[src/rtl/mem_port_arbiter_pkg.sv]
// Shared definitions for the unified-memory port arbiter and the memory-stage decoder.
// Access-size codes match the memory-stage access_size control field.
// State and owner encodings are used by the arbiter FSM.
package mem_arb_pkg;

    // Access-size encodings carried on dm_size / mem_size
    localparam logic [1:0] SIZE_B = 2'b00;
    localparam logic [1:0] SIZE_H = 2'b01;
    localparam logic [1:0] SIZE_W = 2'b10;
    localparam logic [1:0] SIZE_R = 2'b11;  // reserved, always rejected

    typedef enum logic [1:0] {
        IDLE = 2'd0,
        BUSY = 2'd1,
        RESP = 2'd2
    } arb_state_t;

    typedef enum logic {
        OWN_FETCH = 1'b0,
        OWN_DATA  = 1'b1
    } owner_t;

endpackage

[src/rtl/mem_port_arbiter_if.sv]
// Bundle of fetch, data and memory-port signals around the arbiter.
// The master view is the arbiter itself (it drives the memory port and the responses);
// the slave view is the environment (requesters plus memory model).
interface mem_port_arbiter_if #(
    parameter int ADDR_W = 32,
    parameter int DATA_W = 32
);
    // Fetch requester
    logic              if_req;
    logic [ADDR_W-1:0] if_addr;
    logic [DATA_W-1:0] if_rdata;
    logic              if_done;
    logic              if_stall;
    // Data requester
    logic              dm_req;
    logic              dm_rw;
    logic [1:0]        dm_size;
    logic [ADDR_W-1:0] dm_addr;
    logic [DATA_W-1:0] dm_wdata;
    logic [DATA_W-1:0] dm_rdata;
    logic              dm_done;
    logic              dm_err;
    logic              dm_stall;
    // Memory port
    logic              mem_req;
    logic              mem_rw;
    logic [1:0]        mem_size;
    logic [ADDR_W-1:0] mem_addr;
    logic [DATA_W-1:0] mem_wdata;
    logic              mem_ack;
    logic [DATA_W-1:0] mem_rdata;

    modport master (
        input  if_req, if_addr,
        output if_rdata, if_done, if_stall,
        input  dm_req, dm_rw, dm_size, dm_addr, dm_wdata,
        output dm_rdata, dm_done, dm_err, dm_stall,
        output mem_req, mem_rw, mem_size, mem_addr, mem_wdata,
        input  mem_ack, mem_rdata
    );

    modport slave (
        output if_req, if_addr,
        input  if_rdata, if_done, if_stall,
        output dm_req, dm_rw, dm_size, dm_addr, dm_wdata,
        input  dm_rdata, dm_done, dm_err, dm_stall,
        input  mem_req, mem_rw, mem_size, mem_addr, mem_wdata,
        output mem_ack, mem_rdata
    );

endinterface

[src/rtl/mem_port_arbiter_access_align_check.sv]
// Flags data accesses whose address is not aligned to their size, or that use the reserved size.
// Latency: purely combinational.
// Backpressure: none; evaluated every cycle.
module access_align_check
    import mem_arb_pkg::*;
(
    input  logic [1:0] dm_size,
    input  logic [1:0] dm_addr_lo,
    output logic       misaligned
);

    // Byte is always aligned; half needs bit 0 clear; word needs both low bits clear
    always_comb begin
        misaligned = 1'b1;
        case (dm_size)
            SIZE_B:  misaligned = 1'b0;
            SIZE_H:  misaligned = dm_addr_lo[0];
            SIZE_W:  misaligned = |dm_addr_lo;
            default: misaligned = 1'b1;
        endcase
    end

endmodule

[src/rtl/mem_port_arbiter.sv]
// Shares one memory port between instruction fetch and data access, one transaction at a time.
// Latency: request sampled in cycle 0, mem_req in cycle 1, done one cycle after mem_ack; errors finish in cycle 1.
// Backpressure: requesters hold their request and see stall until their done pulse; memory stalls by withholding mem_ack.
module mem_port_arbiter
    import mem_arb_pkg::*;
#(
    parameter int ADDR_W = 32,
    parameter int DATA_W = 32
) (
    input  logic                clock,
    input  logic                reset,
    mem_port_arbiter_if.master  bus
);

    arb_state_t        state_q;
    owner_t            owner_q;
    logic              last_data_q;
    logic              mem_req_q;
    logic              mem_rw_q;
    logic [1:0]        mem_size_q;
    logic [ADDR_W-1:0] mem_addr_q;
    logic [DATA_W-1:0] mem_wdata_q;
    logic [DATA_W-1:0] resp_q;
    logic              if_done_q;
    logic              dm_done_q;
    logic              dm_err_q;

    logic misaligned;
    logic grant_data;
    logic grant_fetch;

    access_align_check u_align (
        .dm_size    (bus.dm_size),
        .dm_addr_lo (bus.dm_addr[1:0]),
        .misaligned (misaligned)
    );

    // Data wins a tie unless it also won the previous grant, so fetch cannot starve
    always_comb begin
        grant_data  = bus.dm_req && (!bus.if_req || !last_data_q);
        grant_fetch = bus.if_req && !grant_data;
    end

    // Arbiter FSM: grant in IDLE, hold the memory request in BUSY, pulse done in RESP
    always_ff @(posedge clock) begin
        if (reset) begin
            state_q     <= IDLE;
            owner_q     <= OWN_FETCH;
            last_data_q <= 1'b0;
            mem_req_q   <= 1'b0;
            mem_rw_q    <= 1'b0;
            mem_size_q  <= SIZE_W;
            mem_addr_q  <= '0;
            mem_wdata_q <= '0;
            resp_q      <= '0;
            if_done_q   <= 1'b0;
            dm_done_q   <= 1'b0;
            dm_err_q    <= 1'b0;
        end else begin
            if_done_q <= 1'b0;
            dm_done_q <= 1'b0;
            dm_err_q  <= 1'b0;
            case (state_q)
                IDLE: begin
                    if (grant_data) begin
                        owner_q     <= OWN_DATA;
                        last_data_q <= 1'b1;
                        if (misaligned) begin
                            // Rejected without touching memory; respond next cycle
                            state_q   <= RESP;
                            dm_done_q <= 1'b1;
                            dm_err_q  <= 1'b1;
                        end else begin
                            state_q     <= BUSY;
                            mem_req_q   <= 1'b1;
                            mem_rw_q    <= bus.dm_rw;
                            mem_size_q  <= bus.dm_size;
                            mem_addr_q  <= bus.dm_addr;
                            mem_wdata_q <= bus.dm_wdata;
                        end
                    end else if (grant_fetch) begin
                        owner_q     <= OWN_FETCH;
                        last_data_q <= 1'b0;
                        state_q     <= BUSY;
                        mem_req_q   <= 1'b1;
                        mem_rw_q    <= 1'b0;
                        mem_size_q  <= SIZE_W;
                        mem_addr_q  <= bus.if_addr;
                    end
                end
                BUSY: begin
                    // Request fields stay frozen until the memory acknowledges
                    if (bus.mem_ack) begin
                        resp_q    <= bus.mem_rdata;
                        mem_req_q <= 1'b0;
                        state_q   <= RESP;
                        if (owner_q == OWN_DATA) begin
                            dm_done_q <= 1'b1;
                        end else begin
                            if_done_q <= 1'b1;
                        end
                    end
                end
                RESP: begin
                    // Done pulse is visible this cycle; no grant until back in IDLE
                    state_q <= IDLE;
                end
                default: begin
                    state_q   <= IDLE;
                    mem_req_q <= 1'b0;
                end
            endcase
        end
    end

    // Registered request and response fields onto the bus
    assign bus.mem_req   = mem_req_q;
    assign bus.mem_rw    = mem_rw_q;
    assign bus.mem_size  = mem_size_q;
    assign bus.mem_addr  = mem_addr_q;
    assign bus.mem_wdata = mem_wdata_q;
    assign bus.if_rdata  = resp_q;
    assign bus.dm_rdata  = resp_q;
    assign bus.if_done   = if_done_q;
    assign bus.dm_done   = dm_done_q;
    assign bus.dm_err    = dm_err_q;

    // Stalls drop in the done cycle so the pipeline advances on that edge
    assign bus.if_stall = bus.if_req && !if_done_q;
    assign bus.dm_stall = bus.dm_req && !dm_done_q;

endmodule
[src/flat_wrapper.sv]
// flat-port wrapper written by rule: the top's interface ports become plain ports
module mem_port_arbiter_flat import mem_arb_pkg::*;
#(
    parameter int ADDR_W = 32,
    parameter int DATA_W = 32
)
  (clock, reset, bus_if_req, bus_if_addr, bus_if_rdata, bus_if_done, bus_if_stall, bus_dm_req, bus_dm_rw, bus_dm_size, bus_dm_addr, bus_dm_wdata, bus_dm_rdata, bus_dm_done, bus_dm_err, bus_dm_stall, bus_mem_req, bus_mem_rw, bus_mem_size, bus_mem_addr, bus_mem_wdata, bus_mem_ack, bus_mem_rdata);
  mem_port_arbiter_if #(.ADDR_W(ADDR_W), .DATA_W(DATA_W)) bus_i ();
  input  logic clock;
  input  logic reset;
  input wire logic [$bits(bus_i.if_req)-1:0] bus_if_req;
  input wire logic [$bits(bus_i.if_addr)-1:0] bus_if_addr;
  output wire logic [$bits(bus_i.if_rdata)-1:0] bus_if_rdata;
  output wire logic [$bits(bus_i.if_done)-1:0] bus_if_done;
  output wire logic [$bits(bus_i.if_stall)-1:0] bus_if_stall;
  input wire logic [$bits(bus_i.dm_req)-1:0] bus_dm_req;
  input wire logic [$bits(bus_i.dm_rw)-1:0] bus_dm_rw;
  input wire logic [$bits(bus_i.dm_size)-1:0] bus_dm_size;
  input wire logic [$bits(bus_i.dm_addr)-1:0] bus_dm_addr;
  input wire logic [$bits(bus_i.dm_wdata)-1:0] bus_dm_wdata;
  output wire logic [$bits(bus_i.dm_rdata)-1:0] bus_dm_rdata;
  output wire logic [$bits(bus_i.dm_done)-1:0] bus_dm_done;
  output wire logic [$bits(bus_i.dm_err)-1:0] bus_dm_err;
  output wire logic [$bits(bus_i.dm_stall)-1:0] bus_dm_stall;
  output wire logic [$bits(bus_i.mem_req)-1:0] bus_mem_req;
  output wire logic [$bits(bus_i.mem_rw)-1:0] bus_mem_rw;
  output wire logic [$bits(bus_i.mem_size)-1:0] bus_mem_size;
  output wire logic [$bits(bus_i.mem_addr)-1:0] bus_mem_addr;
  output wire logic [$bits(bus_i.mem_wdata)-1:0] bus_mem_wdata;
  input wire logic [$bits(bus_i.mem_ack)-1:0] bus_mem_ack;
  input wire logic [$bits(bus_i.mem_rdata)-1:0] bus_mem_rdata;
  assign bus_i.if_req = bus_if_req;
  assign bus_i.if_addr = bus_if_addr;
  assign bus_if_rdata = bus_i.if_rdata;
  assign bus_if_done = bus_i.if_done;
  assign bus_if_stall = bus_i.if_stall;
  assign bus_i.dm_req = bus_dm_req;
  assign bus_i.dm_rw = bus_dm_rw;
  assign bus_i.dm_size = bus_dm_size;
  assign bus_i.dm_addr = bus_dm_addr;
  assign bus_i.dm_wdata = bus_dm_wdata;
  assign bus_dm_rdata = bus_i.dm_rdata;
  assign bus_dm_done = bus_i.dm_done;
  assign bus_dm_err = bus_i.dm_err;
  assign bus_dm_stall = bus_i.dm_stall;
  assign bus_mem_req = bus_i.mem_req;
  assign bus_mem_rw = bus_i.mem_rw;
  assign bus_mem_size = bus_i.mem_size;
  assign bus_mem_addr = bus_i.mem_addr;
  assign bus_mem_wdata = bus_i.mem_wdata;
  assign bus_i.mem_ack = bus_mem_ack;
  assign bus_i.mem_rdata = bus_mem_rdata;
  mem_port_arbiter #(.ADDR_W(ADDR_W), .DATA_W(DATA_W)) u_core (.clock(clock), .reset(reset), .bus(bus_i));
endmodule
[config.mk]
export PLATFORM = sky130hd
export DESIGN_NAME = mem_port_arbiter_flat
export DESIGN_NICKNAME = d
export VERILOG_FILES = /design/src/rtl/mem_port_arbiter_pkg.sv /design/src/rtl/mem_port_arbiter_if.sv /design/src/rtl/mem_port_arbiter_access_align_check.sv /design/src/rtl/mem_port_arbiter.sv /design/src/flat_wrapper.sv
export SDC_FILE = /design/constraint.sdc
export NUM_CORES = 1
export LEC_CHECK = 0
export BUFFER_PORTS_ARGS = -buffer_cell sky130_fd_sc_hd__buf_4
export CORE_ASPECT_RATIO = 0.8
export CORE_UTILIZATION = 35
export CTS_CLUSTER_DIAMETER = 100
export DETAILED_ROUTE_END_ITERATION = 12
export PLACE_DENSITY_LB_ADDON = 0.2
export SYNTH_ARGS = -nofsm -noshare
export SYNTH_HDL_FRONTEND = slang
export SYNTH_SLANG_ARGS = --single-unit
export TNS_END_PERCENT = 5
[constraint.sdc]
create_clock -name clock -period 2 [get_ports clock]
set_input_delay 0.1 -clock clock [delete_from_list [all_inputs] [get_ports clock]]
set_output_delay 0.1 -clock clock [all_outputs]
set_load 0.02 [all_outputs]
# After elaboration in Yosys (flattened, before gate mapping)
# Index checks and enable logic that the tools add are counted.
[totals]
elab_cells = 73
output_inout_bits = 137
regBits = 106
[classes]
reduce_logical = 22
bitwise_logic = 5
n_eq_ne = 8
mux = 27
[ops]
columns = ["cell", "count"]
rows = [
  ["2-to-1 mux 32 bit", 3],
  ["2-to-1 mux 2 bit", 7],
  ["2-to-1 mux 1 bit", 13],
  ["case mux 1 bit (3 select lines)", 2],
  ["AND reduction 2 bit", 3],
  ["AND reduction 3 bit", 2],
  ["zero test 1 bit", 5],
  ["inverter 1 bit", 5],
  ["equality test 2 x 1 -> 1 bit, second input constant", 2],
  ["equality test 2 bit, second input constant", 2],
  ["logical AND 1 bit", 4],
  ["zero test 2 bit", 2],
  ["!= test 2 bit, second input constant", 2],
  ["case mux 2 bit (2 select lines)", 1],
  ["AND reduction 4 bit", 1],
  ["OR reduction 2 bit", 2],
  ["!= test 3 x 1 -> 1 bit, second input constant", 1],
  ["!= test 3 bit, second input constant", 1],
  ["OR reduction 3 bit", 1],
  ["case mux 1 bit (2 select lines)", 1],
  ["nonzero test 2 bit", 1],
  ["logical OR 1 bit", 1],
]

# Logic depth before layout (Yosys ltp)
# Gate-level depths: netlist of run 1.
[depth]
word_depth = 8
mapped_depth = 7
depth_no_buf = 4

# By module
# A second synthesis of run 1 with hierarchy kept.
[unflattened]
hier_cells = 514
area_unflattened_um2 = 4483.0
[by_module_without_submodules]
columns = ["mod", "n_inst", "seq_area_each_um2", "area_per_inst_um2", "cells_each"]
rows = [
  ["mem_port_arbiter", 1, 2122.0, 4469.3, 511],
  ["access_align_check", 1, 0.0, 13.8, 3],
]

# Worst setup path after synthesis of run 1
# Ideal clock, no wire load.
[synth_path]
path_kind = "reg2reg"
from = "reg u_core.state_q[1]"
to = "reg u_core.mem_addr_q[10], in the netlist u_core.bus.mem_addr[10]"
required_time_ns = 1.909
path_stages_with_launch = 8
arrival_ns = 1.505
setup_time_ns = 0.091
period_less_slack_ns = 1.596
setup_slack_ns = 0.404
path_buffers = 3
cell_sequence = "dfxtp_1 buf_2 nor2_1 o21a_1 buf_2 clkbuf_1 a21oi_1 a311oi_1"
[synth_via]
elab_chain_cells = 2
[synth_rtl]
columns = ["element", "line_no", "rtl"]
rows = [
  ["start: declaration", "mem_port_arbiter.sv:15", "arb_state_t state_q;"],
  ["start signal: assignment", "mem_port_arbiter.sv:47", "state_q <= IDLE;"],
  ["start signal: assignment", "mem_port_arbiter.sv:70", "state_q <= RESP;"],
  ["start signal: assignment", "mem_port_arbiter.sv:74", "state_q <= BUSY;"],
  ["zero test 2 bit", "mem_port_arbiter.sv:63", "case (state_q)"],
  ["AND reduction 3 bit (no line)", "n/a", ""],
  ["end signal: assignment", "mem_port_arbiter.sv:78", "mem_addr_q <= bus.dm_addr;"],
  ["end signal: assignment", "mem_port_arbiter.sv:88", "mem_addr_q <= bus.if_addr;"],
  ["end: declaration", "mem_port_arbiter.sv:21", "logic [ADDR_W-1:0] mem_addr_q;"],
]
# No other way between the ends.
# A chain may end at the register's enable or synchronous reset.

==> reports/results.ini, run 1 <==
[run_status]
status = completed

[cts]
h-tree-depth = 3
numCtsBuffers = 9
cts_setup_buffers = 0
clockBufferDepth = 2
cts_resized = 0
clock_sinks = 106
cts_root_buf = clkbuf_16
clk_pin_slew_ns = 0.07
clk-insertion-delay-late_ns = 0.34
ctsHoldBuffers = 31
cts_tree = built

[job]
max-cap-violations = 0

[critical_path]
path_cells = a21bo_2 -> nor3_1 -> nor2_2 -> buf_12 -> a311oi_1
cpPeakStageDelay_ns = 0.47
critPathMaxFanout = 32
end_kind = register
critPathSlowestCell = nor3_1
required_ns = 2.24
cp_data_arrival_time_ns = 2.05
startpoint_type = register
ff2ff_path_depth = 5
crit_type = register to register
critPathTopFamily = simple AND/OR/NAND/NOR gates
cp_num_cells = 5
critPathBufInv = 1

[power_and_ir_drop]
power.leakage_nw = 3.080
p_per_area_nw_per_um2 = 805.5
vdd_drop_max_uv = 553.9

[placement]
place_congestion = 0.8798
portBuffers = 272
place_inst = 906
dp_hpwl_mm = 9.798

[detailed_routing]
drtIter0Drc = 252
route.detailed.drc = 0
drt_wl_total_mm = 13.73
ant_nets = 0
dr.pass1.iters = 6
viasPerCell = 4.892
wl_per_cell_um = 14.40
vias = 4662

[synthesis]
netlist-cell-type-count = 26
syn_area_per_cell_um2 = 7.881
synth_fp_nets = 682
synth-compound-area-share = 0.2105
synth-adder-area-share = 0
syn_inst = 546
synthXorXnorAreaFrac = 0
synthSimpleGateAreaFrac = 0.1960
synth_seq_cells = 106
synth.area.mux_share = 0
netlist_area_um2 = 4303
synth_top_family_by_area = compound AO/OA/AOI/OAI gates
yosysWarnings = 0
yosysSeqAreaShare = 0.4932

[global_routing]
grt_use_total = 0.2052
grt_max_degree = 68
grt_pass1_wl_mm = 21.01
antenna_found_initial = 0
grt_pass1_vias = 4395
grt_overflow_total = 0

[sta]
period_needed_ns = 1.807
fin_skew_ns = 0.005282
worst_pin_slew_ns = 0.7229
max_freq_ghz = 0.5534
slew_viol_final = 0
hold_violations = 0
max_slew_margin = 0.5181
grt_setup_unrepaired = false
setup_viol_count_final = 0
final.setup.tns_ns = 0
period_share = 0.9035

[die]
fp.dieH_um = 101.2
die_area_um2 = 12740
rows = 35
die_x_um = 126.0
pin_count = 273
coreArea_um2 = 11740
start_util = 0.3666

[layout]
final_nets = 936
syn_to_final_growth_pct = 59.61
instances_no_fill = 953
layout_commonest_cell = buf_4
fill_cells = 1068
n_antenna_cell = 0
drive_above_1_share = 0.3851
final_cell_mix = buf_4, nand2_1, dfxtp_1, a21oi_1, a311oi_1

[worst_hold_path]
hold_path_depth = 3
hp-class = input pin to register

==> per-layer routing <==
metal  routed length (um)  global-route usage  vias up
met5                    0                   0        -
met4                  135             0.04727        0
met3                 1083             0.06867       13
met2                 7009              0.3740      174
met1                 5498              0.2338     2169
li1                     -                   -     2306
==> state kept, by name, summed over array words and instances, names as in the netlist <==
| signal | count |
|---|---|
| u_core.bus.dm_done | 1 |
| u_core.bus.dm_err | 1 |
| u_core.bus.dm_rdata | 32 |
| u_core.bus.if_done | 1 |
| u_core.bus.mem_addr | 32 |
| u_core.bus.mem_req | 1 |
| u_core.bus.mem_rw | 1 |
| u_core.bus.mem_size | 2 |
| u_core.bus.mem_wdata | 32 |
| u_core.owner_q | 1 |
| u_core.state_q | 2 |
==> stage by stage <==
| stage | total power [mW] | util | hold slack, ns | setup slack, ns | cell area [um^2] |
|---|---|---|---|---|---|
| 6_report | 5.532 | 0.5852 | 0.01130 | 0.1931 | 6868 |
| 5_1_grt | 5.784 | 0.5852 | 0.003458 | 0.06479 | 6868 |
| 4_1_cts | 5.591 | 0.5852 | 0.0001450 | 0.2192 | 6868 |
| 3_5_place_dp | 3.791 | 0.5332 | 0.3556 | 0.2700 | 6257 |
| 3_3_place_gp | 3.764 | 0.5332 | 0.3461 | 0.3823 | 6257 |
| 2_1_floorplan | 3.157 | - | 0.2360 | 0.4043 | 4303 |
==> path summary, 6_finish.rpt <==
| check | startpoint | slack [ns] | to |
|---|---|---|---|
| worst max register to register | u_core.owner_q | 0.19 | u_core.bus.mem_addr[15] |
| worst min register to register | u_core.bus.mem_wdata[29] | 0.46 | u_core.bus.mem_wdata[29] |
| worst min-delay path | bus_dm_wdata[1] | 0.01 | u_core.bus.mem_wdata[1] |
| worst max-delay path | u_core.owner_q | 0.19 | u_core.bus.mem_addr[15] |
==> Yosys cell counts, drive strengths merged <==
master     n  area share
a2111oi    1      0.0064
a21o       1      0.0017
nor3       3      0.0035
a311oi    32       0.065
nor4       1      0.0015
o211ai     1      0.0017
buf       41       0.071
a211oi     2      0.0035
o21a       1      0.0017
nand3b     1      0.0017
a21bo      1      0.0023
dfxtp    106        0.49
or3        1      0.0026
nor2b      2      0.0029
or2        1      0.0015
o21ai      4      0.0047
nand2    201        0.18
o21bai     1      0.0017
clkbuf    34       0.030
nor2       5      0.0044
nand2b     1      0.0015
a21boi     1      0.0017
nand3      1      0.0012
a21oi    103        0.12
==> layout make-up <==
class,instances,area [um^2],area share
sequential,106,2122,0.3090
clock buffer,12,266.5,0.03880
timing repair buffer,318,2502,0.3644
tap,148,185.2,0.02696
multi-input combinational,365,1758,0.2560
clock inverter,4,33.78,0.004919
==> cell families (layout without fill, tap and decap cells) <==
family,Yosys count,count (layout)
simple gates,217,217
compound gates,148,148
flops,106,106
buf+inv,75,334
==> report_power, final <==
part           leakage, nW  switching (mW)  internal (mW)  total (mW)
logic                 2.07           0.741          0.655        1.40
registers            0.867           0.111           2.28        2.39
clock network        0.145           0.788          0.957        1.74
==> worst reg2reg max path, delay by kind of cell (launching register included) <==
kind            cells  cell delay, ns
simple gates        2            0.59
compound gates      2            0.56
flops               1            0.37
buf+inv             1            0.20
Power figures use the tool's default switching activity.
==> inputs of run 2 (changes only) <==
==> constraint.sdc (replaced) <==
create_clock -name clock -period 2 [get_ports clock]
set_input_delay 0.2 -clock clock [delete_from_list [all_inputs] [get_ports clock]]
set_output_delay 0.2 -clock clock [all_outputs]
set_load 0.02 [all_outputs]
==> run 2 against run 1 <==
  * Register-to-register slack improved by 0.08 ns
  * Sequential share of layout area rose by 1.4 points
  * Utilization fell by 2.6 points
  * Hold slack improved by 0.098 ns
  * Highest routed layer unchanged
  * Final cell count fell by 3.1%
  * Largest power group unchanged
  * Combinational power fell by 3%
  * First-iteration DRC count fell by 15%
  * Clock-buffer cell count did not move
  * Global-route usage rose by 0.46 points
==> reports/results.ini, run 2 (synthesis gave the netlist of run 1 again) <==
[critical_path]
critPathLaunch = u_core.owner_q
cp_data_arrival_time_ns = 1.98  ; -0.07 ns
end_kind = register
r2r_start = u_core.owner_q
crit_type = register to register
required_ns = 2.26  ; +0.02 ns
startpoint_type = register
critPathMaxFanout = 34  ; +6.3%

[layout]
final_util = 0.5596  ; -0.02559
layout_commonest_cell = buf_4
final_cell_mix = buf_4, nand2_1, dfxtp_1, a21oi_1, a311oi_1
syn_to_final_growth_pct = 52.63
final_nets = 906  ; -3.2%
drive_above_1_share = 0.3987  ; +0.01362
fill_cells = 1101  ; +3.1%
n_antenna_cell = 0  ; unchanged
multiInputGateArea_um2 = 1763  ; +0.28%
regArea_um2 = 2122  ; unchanged

[detailed_routing]
viasPerCell = 4.927  ; +0.73%
vias = 4548  ; -2.4%
drt_wl_total_mm = 13.73  ; about the same
route.detailed.drc = 0  ; unchanged
drtIter0Drc = 215  ; -15%
dr.pass1.iters = 5  ; -1
wl_per_cell_um = 14.87  ; +3.3%
ant_nets = 0  ; unchanged

[worst_hold_path]
hp-class = input pin to register
holdCritStartpoint = bus_dm_wdata[3]

[sta]
whs_ns = 0.1089  ; +0.09762 ns
hold_violations = 0  ; unchanged
max_slew_margin = 0.4993  ; -0.01879
grt_setup_unrepaired = false
layout_setup_ws_ns = 0.2702  ; +0.07715 ns
slew_viol_final = 0  ; unchanged
setup_viol_count_final = 0  ; unchanged
max_freq_ghz = 0.5781  ; +4.5%
period_needed_ns = 1.730  ; -0.07715 ns
worst_pin_slew_ns = 0.7493  ; +0.02640 ns
period_share = 0.8649  ; -0.03857
fin_skew_ns = 0.006140  ; +0.0008585 ns
final.setup.tns_ns = 0  ; unchanged

[power_and_ir_drop]
p_per_area_nw_per_um2 = 837.9  ; +4.0%
total_power_mw = 5.503  ; -0.52%
power.leakage_nw = 2.954  ; -4.1%
vdd_drop_max_uv = 481.2  ; -13%

[cts]
clk-insertion-delay-late_ns = 0.33  ; about the same
cts_tree = built
h-tree-depth = 3  ; unchanged
numCtsBuffers = 9  ; unchanged
clock_sinks = 106  ; unchanged
cts_setup_buffers = 0  ; unchanged
clockBufferDepth = 2  ; unchanged
ctsHoldBuffers = 0  ; -100%
clk_pin_slew_ns = 0.07  ; about the same
cts_root_buf = clkbuf_16

[die]
fp.dieH_um = 101.2  ; unchanged
coreArea_um2 = 11740  ; unchanged
rows = 35  ; unchanged
start_util = 0.3666  ; unchanged
pin_count = 273  ; unchanged
die_area_um2 = 12740  ; unchanged
die_x_um = 126.0  ; unchanged

[job]
max-cap-violations = 0  ; unchanged

[global_routing]
antenna_found_initial = 0  ; unchanged
grt_pass1_vias = 4319  ; -1.7%
grt_max_degree = 46  ; -32%
grt_pass1_wl_mm = 21.48  ; +2.2%
grt_use_total = 0.2097  ; +0.004574
grt_overflow_total = 0  ; unchanged

[placement]
dp_hpwl_mm = 10.02  ; +2.3%
portBuffers = 272  ; unchanged
dpl_worst_slack_ns = -0.1835  ; -0.4535 ns
place_congestion = 0.8470  ; -3.7%

[run_status]
status = completed

==> run 2: cell types whose count changed in the layout (fill, tap and decap cells not counted), sizes merged <==
| cell | previous run | this run |
|---|---|---|
| dlygate4sd3 | 31 | 0 |
| buf | 287 | 288 |
| bufinv | 0 | 1 |
| inv | 1 | 0 |
==> run 2: worst paths after layout <==
kind                               to  slack (ns)  cells past startpoint
min reg2reg  u_core.bus.mem_wdata[21]        0.46                      2
min           u_core.bus.mem_wdata[3]        0.11                      3
max          u_core.bus.mem_wdata[30]        0.27                      6
max reg2reg  u_core.bus.mem_wdata[30]        0.27                      6
==> run 2: critical path: stages (launching register included) <==
cell and delay [ns]:
dfxtp_1 0.32, a21bo_2 0.20, buf_4 0.25, a2111oi_4 0.42, buf_12 0.24, nand2_1 0.07, a21oi_1 0.13
==> run 2: what timing repair did <==
item,in CTS,in global routing
setup endpoints to repair,32,0
gates resized for setup,1,0
endpoints found under the hold margin,0,0
==> run 2: layer usage <==
metal / wire, um / track usage
met4: 246 / 0.06024
met2: 6840 / 0.3723
met3: 1140 / 0.06286
met5: 0 / 0
met1: 5501 / 0.2471
==> run 2: area by class of cell <==
type                       instances  area share
timing repair buffer             288      0.3349
sequential                       106      0.3231
multi-input combinational        365      0.2684
clock buffer                      12     0.03753
tap                              148     0.02820
clock inverter                     4    0.007811
==> run 2: per-stage QoR <==
step | instances | cell area [um^2]
after floorplan | 546 | 4303
after global placement | 907 | 6265
after detailed placement | 907 | 6265
after CTS | 923 | 6568
after global routing | 923 | 6568
final | 923 | 6568
==> run 2: power by group <==
group,internal [mW],switching (mW)
Clock,1.01,0.746
Sequential,2.28,0.105
Combinational,0.618,0.745
